## src/rtl/mem_arb_pkg.sv

```systemverilog
// rtl/mem_arb_pkg.sv - shared types for the I/D memory port arbiter
package mem_arb_pkg;

  typedef enum logic [1:0] {
    IDLE = 2'd0,
    BUSY = 2'd1,
    RESP = 2'd2
  } state_t;

  typedef enum logic {
    PORT_I = 1'b0,
    PORT_D = 1'b1
  } port_t;

endpackage

```

## src/rtl/mem_arb_sel.sv

```systemverilog
// rtl/mem_arb_sel.sv - combinational winner pick between fetch and data requests
module mem_arb_sel
  import mem_arb_pkg::*;
#(
  parameter int D_PRIORITY = 1
) (
  input  logic i_req,
  input  logic d_req,
  input  logic last_is_d,
  output logic any,
  output logic pick_d
);

  // D wins alone; on a tie D wins outright or the port not served last time wins
  always_comb begin
    any    = i_req | d_req;
    pick_d = 1'b0;
    if (d_req && !i_req) begin
      pick_d = 1'b1;
    end else if (d_req && i_req) begin
      pick_d = (D_PRIORITY != 0) ? 1'b1 : ~last_is_d;
    end
  end

endmodule

```

## src/rtl/mem_port_arbiter.sv

```systemverilog
// rtl/mem_port_arbiter.sv - shares one memory port between CPU fetch and data ports
module mem_port_arbiter
  import mem_arb_pkg::*;
#(
  parameter int ADDR_W     = 32,
  parameter int DATA_W     = 32,
  parameter int D_PRIORITY = 1,
  parameter int TIMEOUT    = 64,
  parameter int CNT_W      = 16
) (
  input  logic              clk_i,
  input  logic              rst_i,
  input  logic              i_req_i,
  input  logic [ADDR_W-1:0] i_addr_i,
  output logic              i_ready_o,
  output logic [DATA_W-1:0] i_rdata_o,
  input  logic              d_req_i,
  input  logic              d_we_i,
  input  logic [ADDR_W-1:0] d_addr_i,
  input  logic [DATA_W-1:0] d_wdata_i,
  output logic              d_ready_o,
  output logic [DATA_W-1:0] d_rdata_o,
  output logic              err_o,
  output logic              mem_req_o,
  output logic              mem_we_o,
  output logic [ADDR_W-1:0] mem_addr_o,
  output logic [DATA_W-1:0] mem_wdata_o,
  input  logic              mem_ack_i,
  input  logic [DATA_W-1:0] mem_rdata_i,
  output logic [CNT_W-1:0]  i_cnt_o,
  output logic [CNT_W-1:0]  d_cnt_o
);

  // wide enough to hold TIMEOUT-1; one bit minimum when the watchdog is off
  localparam int WD_W = $clog2(TIMEOUT + 2);

  state_t          state;
  state_t          state_nx;
  port_t           winner;
  port_t           last_grant;
  logic            timed_out;
  logic [WD_W-1:0] wd_cnt;
  logic            expire;
  logic            sel_any;
  logic            sel_d;

  mem_arb_sel #(
    .D_PRIORITY(D_PRIORITY)
  ) u_sel (
    .i_req    (i_req_i),
    .d_req    (d_req_i),
    .last_is_d(last_grant == PORT_D),
    .any      (sel_any),
    .pick_d   (sel_d)
  );

  // next state, watchdog expiry and the per-port completion strobes
  always_comb begin
    state_nx  = state;
    expire    = 1'b0;
    i_ready_o = 1'b0;
    d_ready_o = 1'b0;
    err_o     = 1'b0;
    if (TIMEOUT != 0) begin
      expire = (wd_cnt == WD_W'(TIMEOUT - 1));
    end
    case (state)
      IDLE: begin
        if (sel_any) state_nx = BUSY;
      end
      BUSY: begin
        if (mem_ack_i || expire) state_nx = RESP;
      end
      RESP: begin
        state_nx  = IDLE;
        i_ready_o = (winner == PORT_I);
        d_ready_o = (winner == PORT_D);
        err_o     = timed_out;
      end
      default: state_nx = IDLE;
    endcase
  end

  // state register, grant latch, memory request registers and watchdog
  always_ff @(posedge clk_i or posedge rst_i) begin
    if (rst_i) begin
      state       <= IDLE;
      winner      <= PORT_I;
      last_grant  <= PORT_D;
      timed_out   <= 1'b0;
      wd_cnt      <= '0;
      mem_req_o   <= 1'b0;
      mem_we_o    <= 1'b0;
      mem_addr_o  <= '0;
      mem_wdata_o <= '0;
    end else begin
      state <= state_nx;
      case (state)
        IDLE: begin
          if (sel_any) begin
            winner      <= sel_d ? PORT_D : PORT_I;
            mem_req_o   <= 1'b1;
            mem_we_o    <= sel_d & d_we_i;
            mem_addr_o  <= sel_d ? d_addr_i : i_addr_i;
            mem_wdata_o <= sel_d ? d_wdata_i : '0;
            wd_cnt      <= '0;
            timed_out   <= 1'b0;
          end
        end
        BUSY: begin
          // an ack on the expiry cycle still completes normally
          if (mem_ack_i) begin
            mem_req_o <= 1'b0;
          end else if (expire) begin
            mem_req_o <= 1'b0;
            timed_out <= 1'b1;
          end else begin
            wd_cnt <= wd_cnt + 1'b1;
          end
        end
        RESP: begin
          last_grant <= winner;
        end
        default: ;
      endcase
    end
  end

  // read data capture and saturating completion counters, updated only on ack
  always_ff @(posedge clk_i or posedge rst_i) begin
    if (rst_i) begin
      i_rdata_o <= '0;
      d_rdata_o <= '0;
      i_cnt_o   <= '0;
      d_cnt_o   <= '0;
    end else if (state == BUSY && mem_ack_i) begin
      if (winner == PORT_I) begin
        i_rdata_o <= mem_rdata_i;
        if (i_cnt_o != {CNT_W{1'b1}}) i_cnt_o <= i_cnt_o + 1'b1;
      end else begin
        if (!mem_we_o) d_rdata_o <= mem_rdata_i;
        if (d_cnt_o != {CNT_W{1'b1}}) d_cnt_o <= d_cnt_o + 1'b1;
      end
    end
  end

endmodule

```

## config.mk

```make
export PLATFORM = sky130hd
export DESIGN_NAME = mem_port_arbiter
export DESIGN_NICKNAME = d
export VERILOG_FILES = /design/src/rtl/mem_arb_pkg.sv /design/src/rtl/mem_arb_sel.sv /design/src/rtl/mem_port_arbiter.sv
export SDC_FILE = /design/constraint.sdc
export NUM_CORES = 1
export LEC_CHECK = 0
export BUFFER_PORTS_ARGS = -buffer_cell sky130_fd_sc_hd__buf_2
export CELL_PAD_IN_SITES_DETAIL_PLACEMENT = 1
export CELL_PAD_IN_SITES_GLOBAL_PLACEMENT = 1
export CORE_UTILIZATION = 36
export DETAILED_ROUTE_END_ITERATION = 8
export HOLD_SLACK_MARGIN = 0.03
export PLACE_DENSITY_LB_ADDON = 0.1
export SLEW_MARGIN = 20
export SYNTH_ARGS = -nofsm -noshare
export SYNTH_HDL_FRONTEND = slang
export SYNTH_SLANG_ARGS = --single-unit
```

## constraint.sdc

```tcl
create_clock -name clk_i -period 7.4 [get_ports clk_i]
set_clock_uncertainty 0.05 [all_clocks]
set_input_delay 0.74 -clock clk_i [delete_from_list [all_inputs] [get_ports clk_i]]
set_output_delay 0.74 -clock clk_i [all_outputs]
set_load 0.05 [all_outputs]
```

* Word level (Yosys, flattened, before mapping)
Index checks and enable logic that the tools add are counted.
** Operators by class
- Reductions and logical operators :: 16
- Equality and inequality tests :: 11
- $add $sub $neg :: 3
- Mux-type cells :: 23
- Bitwise gates (word level) :: 4
** Operators by type and width (number)
- $mux 32 :: 2
- $add 16x1->16 const B :: 2
- $ne 16x16->1 const B :: 2
- $mux 7 :: 3
- $pmux 7 s2 :: 1
- $mux 1 :: 12
- $reduce_and 3->1 :: 4
- $ne 2x2->1 const B :: 5
- $reduce_and 4->1 :: 2
- $add 7x1->7 const B :: 1
- $eq 7x6->1 const B :: 1
- $reduce_and 2->1 :: 3
- $mux 2 :: 2
- $pmux 1 s2 :: 2
- $pmux 2 s2 :: 1
- $logic_and 1x1->1 :: 3
- $ne 3x3->1 const B :: 1
- $eq 2x1->1 const B :: 1
- $eq 2x2->1 const B :: 1
- $logic_not 2->1 :: 1
- $not 1->1 :: 2
- $reduce_bool 2->1 :: 1
- $and 1x1->1 :: 1
- $logic_not 1->1 :: 1
- 2 further kinds :: 2
** Storage, ports and cells
- Flip-flop bits (word level) :: 173
- Input bits :: 134
- Logic and storage cells :: 69
- Output and inout port bits :: 165

* Longest topological paths before layout
Gate-level depths: netlist of run 1.
- Word-level depth :: 4
- Depth in mapped cells :: 7
- Depth with buffers taken out :: 5

* Cells and area by module
From an unflattened synthesis of run 1, not the netlist that was laid out.
** Second synthesis, totals
- Cells, all modules :: 708
- Area total of the unflattened synthesis :: 7403.4 µm²
** By module, submodules not included
- mem_port_arbiter :: times used 1, seq. area each 4355.4 µm², area an instance 7393.3 µm², cells each 706
- mem_arb_sel :: times used 1, seq. area each 0.0 µm², area an instance 10.0 µm², cells each 2

* Worst setup path after synthesis of run 1
Ideal clock, no wire load.
- Path type :: register to output
- Start :: register state[0]
- End :: output i_ready_o
- Arrival :: 1.685 ns
- Path buffers :: 1
- Required time :: 6.610 ns
- Cell stages (with the launch flop) :: 3
- Path slack :: 4.925 ns
- Path through :: dfrtp_1 > buf_2 > nor3b_1
** On the way
- Longest elaborated chain between the ends :: 2
** Ends and longest elaborated chain
- start, declared :: RTL line mem_port_arbiter.sv:37 : state_t state;
- start signal, assigned :: RTL line mem_port_arbiter.sv:97 : state <= state_nx;
- $eq 2x2->1 :: RTL line mem_port_arbiter.sv:67 : case (state)
- $mux 1 :: RTL line mem_port_arbiter.sv:67
- end, declared :: RTL line mem_port_arbiter.sv:15 : output logic i_ready_o,
Every way passes these cells.

* Final worst setup path of run 1
- Start :: register state[0]
- End :: register i_cnt_o[14]
** On the way
- Longest elaborated chain between the ends :: 3
** Ends and longest elaborated chain
- $eq 2x1->1 :: RTL line mem_port_arbiter.sv:136 : end else if (state == BUSY && mem_ack_i) begin
- $logic_and 1x1->1 :: RTL line mem_port_arbiter.sv:136
- $reduce_and 3->1 (no line)
- end signal, assigned :: RTL line mem_port_arbiter.sv:139 : if (i_cnt_o != {CNT_W{1'b1}}) i_cnt_o <= i_cnt_o + 1'b1;
- end, declared :: RTL line mem_port_arbiter.sv:30 : output logic [CNT_W-1:0] i_cnt_o,
Every way passes these cells.
A chain may end at the register's enable or synchronous reset.

==> results.toml, run 1 <==
[placed_design]
dp_slack_ns = 4.21
gp_congestion = 0.784
hpwl_mm = 15.0
io_buffers = 298

[synth]
syn_nets = 774
yosysMostFrequentCell = "dfrtp_1"
synthTopCellsByArea = "dfrtp_1, nand2_1, mux2_2, mux2i_1, a22o_1"
avgSynthCellArea_um2 = 11.4
yosys_warnings = 0
synth_mux_area_share_pct = 10.5
async_flop_share_pct = 100
synth_xor_area_share_pct = 2.54
synth_top_cell_by_area = "dfrtp_1"
synth_top_area_share_pct = 59.8
synth_common_cells = "dfrtp_1, nand2_1, o21ai_0"
synth_cells = 637
yosys.area_share.adder_pct = 0.518
synth-main-ff-cell = "dfrtp_1"
synth_area_um2 = 7240
ys_seq_elements = 173
synth.distinct_cells = 51
seq_area_frac_synth_pct = 59.8
synth_edf_count = 0
synthSimpleGateAreaFrac_pct = 15.0
synth_top_family_by_area = "simple AND/OR/NAND/NOR gates"
synth_compound_area_share_pct = 9.30

[pwr]
total_power_mw = 4.90
p_clk_share_pct = 17.8
netSwitchingPower_mw = 2.54
comb_power_share_pct = 50.0
p_leak_nw = 5.03
vdd_ir_drop_max_mv = 0.257
p_per_area_nw_per_um2 = 511
p_seq_share_pct = 32.2
swShare_pct = 51.9
internal-power_mw = 2.35

[clock_tree]
htreeDepth = 4
numCtsBuffers = 17
ctsResizeCount = 0
ctsHoldBuffers = 0
clkTransAtPathRegs_ns = 0.07
clk-insertion-delay-late_ns = 0.43
clock-root-buffer = "clkbuf_16"
clkSinkCount = 173
post_cts_buffers = 0
cts_tree = "built"
cts_max_path_buffers = 2

[run_status]
status = "completed"

[worst_setup_path]
end_kind = "flop"
cp.depth = 5
crit_buf_inv = 1
reg2reg_from = "state[0]$_DFFE_PP0P_"
r2r-end = "i_cnt_o[14]$_DFFE_PP0P_"
slowest_delay_ns = 0.74
startpoint_type = "flop"
cp_cell_sequence = "and4bb_1 -> buf_4 -> and3_1 -> nand4_1 -> mux2_1"
required_ns = 7.65
critical-path-top-delay-family = "simple AND/OR/NAND/NOR gates"
cp-startpoint = "state[0]$_DFFE_PP0P_"
crit_type = "flop to flop"
r2r_slack_ns = 4.87
crit_end = "i_cnt_o[14]$_DFFE_PP0P_"
rr_worst_depth = 5
slowest_stage = "and4bb_1"
cp_max_fo = 18
arrival_ns = 2.78

[sta]
slew_headroom_pct = 31.8
slew_violations = 0
tns_ns = 0
period_needed_ns = 2.53
max_freq_ghz = 0.395
tightest_slew_ns = 1.02
finalHoldViolCount = 0
setup_violations = 0
min_period_over_period_pct = 34.2
rsz0062_at_grt = "false"
setup_ws_ns = 4.87

[global_routing]
gr-usage-met2_pct = 35.9
met1_usage_pct = 24.8
grt_start_max_net_pins = 111
grt.met3_usage_pct = 5.26
grt_overflow = 0
antenna_found_initial = 1
top_usage_layer = "met2"
grt_pass1_wl_mm = 33.0
grt.total_usage_pct = 20.6
grt_pass1_vias = 6314

[floorplanning]
die_y_um = 144
core_um2 = 19600
io_pins = 299
dieArea_um2 = 20700
initial_core_util_pct = 37.0
rows = 51
dieWidth_um = 144

[final_layout]
post_route_cells_drive_above_1_share_pct = 40.5
n_fill_cell = 2259
finalNetCount = 1062
fin_util_pct = 48.9
diodes = 0
area_growth_pct = 32.4

[routing]
drt_iter0_drc = 206
ant_nets = 0
wl_per_cell_um = 17.1
detail_route.vias_per_cell = 4.93
drt_pass1_iterations = 4
finalWirelength_mm = 20.5
drc = 0
via_count = 5932

[flow_run]
maxCapViolations = 0

[hold_path]
hp-class = "primary input to async pin"
logic make-up (layout without fill, tap and decap cells):
family          after synthesis  count (layout)
simple gates                226             226
fa+ha+maj                     3               3
xor+xnor                     21              21
buf+inv                      43             344
flops                       173             173
compound gates              100             100
mux                          71              71
final cells by class:
class / instances / area (µm²) / area share, %
clock buffers: 17 / 425 / 4.44
flip-flops and latches: 173 / 4330 / 45.1
well taps: 265 / 332 / 3.46
clock inverters: 15 / 145 / 1.51
multi-input cells: 421 / 2760 / 28.8
inverters: 8 / 37.5 / 0.391
repair buffers: 304 / 1560 / 16.2
sequential cells by signal (all words and copies together) (netlist names), 2 cells and up:
register	count
i_cnt_o	16
wd_cnt	7
d_rdata_o	32
mem_wdata_o	32
state	2
d_cnt_o	16
i_rdata_o	32
mem_addr_o	32
power groups by stage:
| stage | Clock, mW | Sequential, mW | Combinational (mW) |
|---|---|---|---|
| 2_1_floorplan | 0 | 2.83 | 0.557 |
| 3_3_place_gp | 0 | 1.57 | 2.41 |
| 3_5_place_dp | 0 | 1.59 | 2.46 |
| 4_1_cts | 0.893 | 1.58 | 2.46 |
| 5_1_grt | 0.928 | 1.63 | 2.59 |
| 6_report | 0.872 | 1.58 | 2.45 |
worst min path at each step:
stage | start | end | slack, ns
3_5_place_dp | i_rdata_o[14]$_DFFE_PP0P_ | i_rdata_o[14]$_DFFE_PP0P_ | 0.41
2_1_floorplan | timed_out$_DFFE_PP0P_ | timed_out$_DFFE_PP0P_ | 0.41
5_1_grt | i_rdata_o[29]$_DFFE_PP0P_ | i_rdata_o[29]$_DFFE_PP0P_ | 0.44
3_3_place_gp | i_rdata_o[30]$_DFFE_PP0P_ | i_rdata_o[30]$_DFFE_PP0P_ | 0.40
4_1_cts | i_rdata_o[14]$_DFFE_PP0P_ | i_rdata_o[14]$_DFFE_PP0P_ | 0.43
6_report | rst_i | mem_wdata_o[13]$_DFFE_PP0P_ | 0.37
routing by layer:
metal | part of all wire (%) | routed length [µm]
met2 | 52 | 10700
met1 | 41 | 8470
met4 | 1.3 | 275
met3 | 5.4 | 1110
met5 | 0.039 | 8
placed cells by master (no fill, tap or decap), types with 6 or more instances in the layout:
cell | Yosys | layout
buf_2 | 9 | 298
dfrtp_1 | 173 | 173
nand2_1 | 143 | 143
o21ai_0 | 42 | 42
a22o_1 | 33 | 33
mux2i_1 | 32 | 32
mux2_2 | 29 | 29
clkbuf_16 | 0 | 17
nand3_1 | 16 | 16
xor2_1 | 16 | 16
nand4_1 | 12 | 12
nor3_1 | 12 | 12
mux2_1 | 10 | 10
nor2_1 | 9 | 8
inv_1 | 8 | 7
a21oi_1 | 6 | 6
inv_8 | 0 | 6
metrics by stage:
step,hold slack [ns],area [µm²],instances
final,0.370,9590,1203
after detailed placement,0.409,8990,1170
after global placement,0.402,8990,1170
after CTS,0.426,9560,1202
after floorplan,0.407,7240,637
after global routing,0.440,9590,1203
Note: power is estimated with default switching activity, not from simulation.
==> inputs of run 2 (changes only) <==
CORE_UTILIZATION = 33   (was 36)
clock period = 2.2 ns   (was 7.4 ns; I/O delays follow)
==> run 2 against run 1 <==
  * Worst setup slack worse by 4.7 ns
  * Routed wire length is 11% higher
  * Sequential power grew to 3.3 times the previous value
  * Sequential share of layout area is 4.3 points lower
  * Die area is 9.0% higher
  * Register-to-register slack worse by 4.7 ns
  * Worst hold slack worse by 0.33 ns
  * Combinational power grew to 3.5 times the previous value
  * Flip-flop and latch count stayed put
  * First-iteration DRC count is 3.9% lower
  * Global-route usage is 0.11 points higher
==> results.toml, run 2 (synthesis results as in run 1) <==
[routing]
drt_pass1_iterations = 4
drt_iter0_drc = 198
via_count = 6391
dr_wl_met3_mm = 1.31
highest_layer = "met4"
drc = 0
wl_met1_mm = 9.07
routed-wl-met2_mm = 12.0
wl_per_cell_um = 17.4
detail_route.vias_per_cell = 4.87
ant_nets = 0
finalWirelength_mm = 22.8

[sta]
period_needed_ns = 2.02
max_freq_ghz = 0.496
slew_violations = 0
finalHoldViolCount = 0
rsz0062_at_grt = "false"
setup_violations = 0
whs_ns = 0.0368
slew_headroom_pct = 33.7
tightest_slew_ns = 0.990
min_period_over_period_pct = 91.6

[final_layout]
layout_common_cells = "buf_2, dfrtp_1, nand2_1"
post_route_cells_drive_above_1_share_pct = 37.6
fin_util_pct = 49.8
final_area_um2 = 10600
n_fill_cell = 2384
finalNetCount = 1158
layout_commonest_cell = "buf_2"
area_growth_pct = 46.3

[floorplanning]
initial_core_util_pct = 34.0
dieWidth_um = 150
die_y_um = 150
io_pins = 299
core_um2 = 21300
dieArea_um2 = 22500
rows = 53

[placed_design]
hpwl_mm = 15.9
io_buffers = 298
postPlaceCellArea_um2 = 9150
gp_congestion = 0.800

[worst_setup_path]
crit_buf_inv = 0
rr_worst_depth = 4
crit_type = "flop to flop"
required_ns = 2.45
r2r-end = "i_cnt_o[15]$_DFFE_PP0P_"
arrival_ns = 2.27
startpoint_type = "flop"
cp_max_fo = 11
cp.depth = 4
crit_end = "i_cnt_o[15]$_DFFE_PP0P_"
critical-path-top-delay-family = "simple AND/OR/NAND/NOR gates"
end_kind = "flop"
reg2reg_from = "state[1]$_DFFE_PP0P_"
slowest_stage = "dfrtp_1"
cp-startpoint = "state[1]$_DFFE_PP0P_"
slowest_delay_ns = 0.48
r2r_slack_ns = 0.18
cp_cell_sequence = "nand4bb_2 -> or3_1 -> nor4_1 -> mux2_1"

[pwr]
p_leak_nw = 5.45
netSwitchingPower_mw = 8.59
vdd_ir_drop_max_mv = 0.892
p_clk_share_pct = 18.0
p_seq_share_pct = 31.3
swShare_pct = 51.0
comb_power_share_pct = 50.6
p_per_area_nw_per_um2 = 1590
internal-power_mw = 8.26

[global_routing]
grt_overflow = 0
antenna_found_initial = 1
grt_pass1_wl_mm = 35.7
grt.total_usage_pct = 20.7
grt_start_max_net_pins = 72
grt_pass1_vias = 6917

[run_status]
status = "completed"

[clock_tree]
numCtsBuffers = 17
cts_tree = "built"
clk-insertion-delay-late_ns = 0.43
cts_max_path_buffers = 2
clkTransAtPathRegs_ns = 0.07
ctsResizeCount = 0
clock-root-buffer = "clkbuf_16"
clkSinkCount = 173
htreeDepth = 4

[flow_run]
maxCapViolations = 0

[hold_path]
hp-class = "primary input to flop"
-- run 2: changes by cell type in the layout (fill, tap and decap cells not counted), moves of 2 or more --
cell / previous run / this run
inv_8: 6 / 0
buf_12: 0 / 5
inv_6: 4 / 6
bufinv_16: 0 / 2
dlygate4sd3_1: 0 / 85
diode_2: 0 / 2
buf_4: 5 / 12
clkinvlp_4: 2 / 5
-- run 2: timing repair --
action,CTS,global route
hold endpoints to repair,128,0
hold buffers,85,0
setup buffers,0,0
setup endpoints to repair,0,0
-- run 2: how the worst min path moves through the flow --
| stage | cells after the start | to | start |
|---|---|---|---|
| floorplan | 2 | i_rdata_o[0]$_DFFE_PP0P_ | mem_rdata_i[0] |
| global placement | 2 | mem_addr_o[23]$_DFFE_PP0P_ | rst_i |
| detailed placement | 2 | mem_addr_o[23]$_DFFE_PP0P_ | rst_i |
| CTS | 3 | mem_addr_o[25]$_DFFE_PP0P_ | d_addr_i[25] |
| global route | 3 | mem_addr_o[29]$_DFFE_PP0P_ | d_addr_i[29] |
| finish | 3 | mem_addr_o[29]$_DFFE_PP0P_ | d_addr_i[29] |
-- run 2: cell type report --
class                      instances  area (µm²)  area share, %
tap                              275         344           3.25
antenna                            2        5.00         0.0472
clock buffer                      18         429           4.05
clock inverter                    14         156           1.48
timing repair buffer             400        2530           23.9
sequential                       173        4330           40.9
multi-input combinational        421        2760           26.1
inverter                           8        33.8          0.319
-- run 2: per-layer routing --
metal	vias up	global-route usage, %
li1	2993	-
met4	0	7.73
met5	-	0
met3	37	5.15
met2	214	36.7
met1	3147	24.0
-- run 2: per-stage QoR --
| stage | worst slack (ns) | TNS [ns] | cells | power [mW] |
|---|---|---|---|---|
| CTS | 0.153 | 0 | 1309 | 17.0 |
| finish | 0.184 | 0 | 1311 | 16.9 |
| global placement | 0.272 | 0 | 1192 | 13.5 |
| detailed placement | 0.208 | 0 | 1192 | 13.8 |
| global route | 0.0460 | 0 | 1309 | 17.7 |
| floorplan | -0.281 | -48.56 | 637 | 11.4 |
-- run 2: power by group through the flow --
stage | clock (mW) | sequential (mW) | combinational [mW]
CTS | 3.13 | 5.28 | 8.60
finish | 3.04 | 5.28 | 8.54
floorplan | 0 | 9.53 | 1.87
global placement | 0 | 5.22 | 8.32
detailed placement | 0 | 5.31 | 8.47
global route | 3.27 | 5.45 | 8.99
-- run 2: tightest hold or removal path, cell delays in order --
cell and delay [ns]:
buf_2 0.08, mux2i_1 0.06, o21ai_0 0.13
